**src/rtl/regfile_pkg.sv**
```systemverilog
// rtl/regfile_pkg.sv - shared defaults and FSM encoding for the register-file write arbiter
package regfile_pkg;

    localparam int NUM_REGS_DEF = 32;
    localparam int ADDR_W_DEF   = 5;
    localparam int DATA_W_DEF   = 32;

    typedef enum logic {
        ST_INIT = 1'b0,
        ST_RUN  = 1'b1
    } state_t;

endpackage

```
**src/rtl/rr_arbiter2.sv**
```systemverilog
// rtl/rr_arbiter2.sv - two-way round-robin grant logic
module rr_arbiter2 (
    input  logic req_a,
    input  logic req_b,
    input  logic ptr,
    output logic gnt_a,
    output logic gnt_b
);

    // ptr=0 favours A on contention, ptr=1 favours B; a lone requester always wins
    assign gnt_a = req_a & (~req_b | ~ptr);
    assign gnt_b = req_b & (~req_a |  ptr);

endmodule

```
**src/rtl/regfile_wr_arbiter.sv**
```systemverilog
// rtl/regfile_wr_arbiter.sv - arbitrates two write requesters onto one register-file write port
module regfile_wr_arbiter
    import regfile_pkg::*;
#(
    parameter int NUM_REGS       = NUM_REGS_DEF,
    parameter int ADDR_W         = ADDR_W_DEF,
    parameter int DATA_W         = DATA_W_DEF,
    parameter int CLEAR_ON_RESET = 1,
    parameter int ZERO_GUARD     = 1
) (
    input  logic              CLK,
    input  logic              RST,

    input  logic              ReqA_Valid,
    input  logic [ADDR_W-1:0] ReqA_Addr,
    input  logic [DATA_W-1:0] ReqA_Data,
    output logic              ReqA_Ready,

    input  logic              ReqB_Valid,
    input  logic [ADDR_W-1:0] ReqB_Addr,
    input  logic [DATA_W-1:0] ReqB_Data,
    output logic              ReqB_Ready,

    output logic [ADDR_W-1:0] AWR,
    output logic [DATA_W-1:0] DataIn,
    output logic              WE,

    output logic              Busy,
    output logic              GntB
);

    // The clear counter carries one extra bit so its terminal value fits for any NUM_REGS
    localparam logic [ADDR_W:0] LAST_IDX = (ADDR_W+1)'(NUM_REGS - 1);
    localparam logic [ADDR_W:0] CNT_ONE  = (ADDR_W+1)'(1);

    state_t            state;
    logic [ADDR_W:0]   init_cnt;
    logic              ptr;

    logic              gnt_a;
    logic              gnt_b;
    logic              run_ok;
    logic              xfer_a;
    logic              xfer_b;
    logic [ADDR_W-1:0] sel_addr;
    logic [DATA_W-1:0] sel_data;
    logic              sel_zero;

    rr_arbiter2 u_arb (
        .req_a (ReqA_Valid),
        .req_b (ReqB_Valid),
        .ptr   (ptr),
        .gnt_a (gnt_a),
        .gnt_b (gnt_b)
    );

    // Requests are only accepted in RUN and never while reset is held
    assign run_ok     = (state == ST_RUN) && !RST;
    assign ReqA_Ready = run_ok & gnt_a;
    assign ReqB_Ready = run_ok & gnt_b;
    assign xfer_a     = ReqA_Valid & ReqA_Ready;
    assign xfer_b     = ReqB_Valid & ReqB_Ready;

    // During reset Busy reflects where the FSM will land once reset drops
    assign Busy = RST ? (CLEAR_ON_RESET != 0) : (state == ST_INIT);

    assign sel_addr = xfer_b ? ReqB_Addr : ReqA_Addr;
    assign sel_data = xfer_b ? ReqB_Data : ReqA_Data;
    assign sel_zero = (ZERO_GUARD != 0) && (sel_addr == '0);

    // Clear sequence, arbitration pointer and registered write-port outputs
    always_ff @(posedge CLK) begin
        if (RST) begin
            state    <= (CLEAR_ON_RESET != 0) ? ST_INIT : ST_RUN;
            init_cnt <= '0;
            ptr      <= 1'b0;
            WE       <= 1'b0;
            AWR      <= '0;
            DataIn   <= '0;
            GntB     <= 1'b0;
        end else begin
            case (state)
                ST_INIT: begin
                    WE     <= 1'b1;
                    AWR    <= init_cnt[ADDR_W-1:0];
                    DataIn <= '0;
                    if (init_cnt == LAST_IDX) begin
                        state    <= ST_RUN;
                        init_cnt <= '0;
                    end else begin
                        init_cnt <= init_cnt + CNT_ONE;
                    end
                end
                ST_RUN: begin
                    WE <= 1'b0;
                    if (xfer_a || xfer_b) begin
                        // Favour whichever side was not just served, even for a guarded write
                        ptr <= xfer_a;
                        if (!sel_zero) begin
                            WE     <= 1'b1;
                            AWR    <= sel_addr;
                            DataIn <= sel_data;
                            GntB   <= xfer_b;
                        end
                    end
                end
            endcase
        end
    end

endmodule
```
**config.mk**
```make
export PLATFORM = sky130hd
export DESIGN_NAME = regfile_wr_arbiter
export DESIGN_NICKNAME = d
export VERILOG_FILES = /design/src/rtl/regfile_pkg.sv /design/src/rtl/rr_arbiter2.sv /design/src/rtl/regfile_wr_arbiter.sv
export SDC_FILE = /design/constraint.sdc
export NUM_CORES = 1
export LEC_CHECK = 0
export BUFFER_PORTS_ARGS = -buffer_cell sky130_fd_sc_hd__buf_2
export CAP_MARGIN = 20
export CORE_UTILIZATION = 53
export CTS_BUF_LIST = sky130_fd_sc_hd__clkbuf_8
export CTS_CLUSTER_SIZE = 24
export DETAILED_ROUTE_END_ITERATION = 10
export HOLD_SLACK_MARGIN = 0.02
export PLACE_DENSITY = 0.88
export SLEW_MARGIN = 40
export SYNTH_ARGS = -nofsm -noshare
export SYNTH_HDL_FRONTEND = slang
export SYNTH_SLANG_ARGS = --single-unit
```
**constraint.sdc**
```tcl
create_clock -name CLK -period 3.2 [get_ports CLK]
set_input_delay 0.16 -clock CLK [delete_from_list [all_inputs] [get_ports CLK]]
set_output_delay 0.16 -clock CLK [all_outputs]
set_load 0.01 [all_outputs]
```
==> run_results.csv <==
group,metric,value,unit
placed_design,dp_slack,0.927,ns
grt,track_usage,28.4,%
finish,final_cells,475,
grt,overflow,0,
floorplanning,dieWidth,73.5,microns
placed_design,hpwl,5410,microns
synth,synth_top_area_cell,"dfxtp_1",
route,drc,0,
sta,hold_viol,0,
sta,holdWs,0.204,ns
power_and_ir_drop,peakVddDrop,220,uV
route,vias_per_cell,6.29,
sta,rsz0062_at_grt,"false",
synth,synth.avg_cell_area,8.74,sq um
clocking,cts_resized,0,
clocking,clock-sinks,47,
route,dr.pass1.iters,4,
sta,tightest_slew,0.699,ns
worst_setup_path,cp_data_arrival_time,2.54,ns
finish,layout.nets,486,
power_and_ir_drop,cellPowerDensity,321,nW/um^2
synth,yosys_warnings,0,
floorplanning,rows,25,
synth,async_flop_share,0,%
sta,setup_tns,0,ns
route,drt_iter0_drc,296,
synth,ys.flop_type,"dfxtp_1",
clocking,path_clk_slew,0.08,ns
placed_design,place_congestion,0.831,
finish,drive_gt1_share,37.5,%
synth,ys_ff_latch,47,
worst_setup_path,startpoint_type,"flop",
floorplanning,die_area,5400,sq um
worst_setup_path,crit_required,3.42,ns
synth,synth_cell_type_count,44,
synth,syn_inst,310,
grt,grt_max_degree,43,
synth,synth_top_cell_area_share,34.7,%
route,via_count,2989,
route,wl_per_cell,16.4,microns
route,postRouteAntennaNets,0,
clocking,clockBufferDepth,2,
sta,setup_viol,0,
placed_design,place_inst,467,
synth,synth_fp_nets,389,
sta,timing.final.ws_setup,0.888,ns
route,wl,7770,microns
synth,synth_area_leaders,"dfxtp_1 (35%), mux2i_1 (5.9%), a21oi_1 (5.7%), a2111o_1 (5.4%), o311ai_1 (5.2%)",
clocking,root_buffer,"clkbuf_8",
worst_setup_path,cp_slowest_stage_delay,0.72,ns
clocking,htreeDepth,2,
worst_setup_path,cp_max_fo,21,
worst_setup_path,cp-end-kind,"flop",
floorplanning,die_y,73.5,microns
worst_setup_path,crit_slowest_cell,"a211oi_4",
placed_design,io_buffers,119,
hold_path,hold_path_class,"input port to flop",
sta,clock.fmax,433,MHz
synth,seq_area_frac_synth,34.7,%
clocking,post_cts_buffers,0,
worst_setup_path,worstPathCellList,"and3b_1 -> a211oi_4 -> buf_4 -> o311ai_1 -> a21oi_1",
outcome,status,"complete, no violations",
floorplanning,ios,120,
power_and_ir_drop,p_leak,0.00132,uW
synth,synth-edff-count,0,
finish,syn_to_final_growth,24.6,%
clocking,cts_tree,"yes",
clocking,cts-buffers-inserted,5,
finish,utilization,70.1,%
sta,relSlewSlack,53.3,%
finish,diodes,0,
synth,syn-cell-area,2710,sq um
clocking,cts_hold_buf,0,
sta,min_period_over_period,72.2,%
sta,report.final.slew_viol_count,0,
sta,fin_worst_skew,0.00624,ns
worst_setup_path,crit_type,"flop to flop",
grt,grt_pass1_wl,12100,microns
floorplanning,floorplan.initialDensity,56.3,%
grt,grt_pass1_vias,2656,
flow_run,maxCapViolations,0,
floorplanning,core_area,4820,sq um
grt,antenna_found_initial,0,
clocking,clk_latency,0.29,ns
sta,period_needed,2.31,ns
## layer usage
metal  vias up  global-route usage, %  part of all wire, %  wire [microns]
li1       1405                      -                    -               -
met1      1414                   35.7                   41            3200
met2       154                   49.6                   50            3890
met3        16                   4.12                  6.8             531
met4         0                   9.62                  2.0             152
met5         -                      0                    0               0
## path summary, 6_finish.rpt
check	start	end	cells past startpoint	slack, ns
setup / recovery	state$_SDFF_PP0_	DataIn[25]$_SDFFE_PP0P_	5	0.89
setup reg to reg	state$_SDFF_PP0_	DataIn[25]$_SDFFE_PP0P_	5	0.89
hold reg to reg	DataIn[30]$_SDFFE_PP0P_	DataIn[30]$_SDFFE_PP0P_	2	0.50
hold / removal	ReqA_Data[13]	DataIn[13]$_SDFFE_PP0P_	3	0.20
## report_power, final
part	leakage [uW]	total (uW)	internal, uW	switching (uW)
Sequential	0.000380	595	590	4.81
Combinational	0.000883	107	52.2	55.1
Clock	0.0000557	382	194	188
Total	0.00132	1080	837	247
## through the flow
stage / instance area (sq um) / power, uW
5_1_grt: 3380 / 1130
3_5_place_dp: 3280 / 714
2_1_floorplan: 2710 / 651
4_1_cts: 3380 / 1090
3_3_place_gp: 3280 / 711
6_report: 3380 / 1080
## flip-flops by register name, summed over array words and instances (netlist names)
name	count
WE	1
GntB	1
ptr	1
state	1
AWR	5
init_cnt	6
DataIn	32
## final cells by class
cell class / instances / area, sq um
Inverter: 2 / 7.51
Timing Repair Buffer: 132 / 693
Fill cell: 419 / 1440
Clock buffer: 7 / 96.3
Tap cell: 67 / 83.8
Clock inverter: 1 / 3.75
Sequential cell: 47 / 941
Multi-Input combinational cell: 219 / 1550
## Yosys cell counts, types with 3 or more instances
cell,number
o2111ai_1,7
buf_6,3
o311ai_1,16
nand2b_1,3
clkbuf_1,22
dfxtp_1,47
o311ai_0,8
a21o_1,3
nor2_1,10
a211oi_1,12
nand2_1,13
or4_4,3
a31oi_1,15
buf_4,7
mux2i_1,16
buf_2,9
o21ai_0,18
nand3_1,19
a2111o_1,13
a21oi_1,31
and3_1,7
nor2b_1,3
## kinds of logic (layout without fill, tap and decap cells)
| group | Yosys count | in the layout | share of synthesized area [%] |
|---|---|---|---|
| muxes | 16 | 16 | 5.91 |
| AOI/OAI and AO/OA | 131 | 131 | 35.2 |
| adders and majority gates | 1 | 1 | 0.462 |
| xor gates and xnor gates | 2 | 2 | 0.646 |
| DFF | 47 | 47 | 34.7 |
| and+or+nand+nor | 69 | 69 | 14.8 |
| buffers and inverters | 44 | 142 | 8.31 |
## cells in the final DEF, fill, tap and decap left out, drive strengths merged
master,count
a211oi,13
a31o,1
nor2b,3
xor2,1
nand4,1
a2111o,13
o31ai,1
or4b,2
or4,3
a311oi,1
o211ai,1
a211o,1
o31a,1
nand3,19
clkbuf,7
and3b,1
nor3,1
mux2i,16
buf,132
nor4,1
dfxtp,47
nor2,11
a21oi,31
a2111oi,1
o2111ai,7
and3,7
nand3b,1
o311ai,24
or2,3
a31oi,15
inv,3
nand2,13
o21ai,18
nand2b,3
ha,1
a21o,3
xnor2,1
## critical path, delay by kind of cell (launching register included)
kind,cells,cell delay (ns)
simple gates,1,0.44
compound gates,3,1.00
flops,1,0.43
buf+inv,1,0.37
Power figures use the tool's default switching activity.
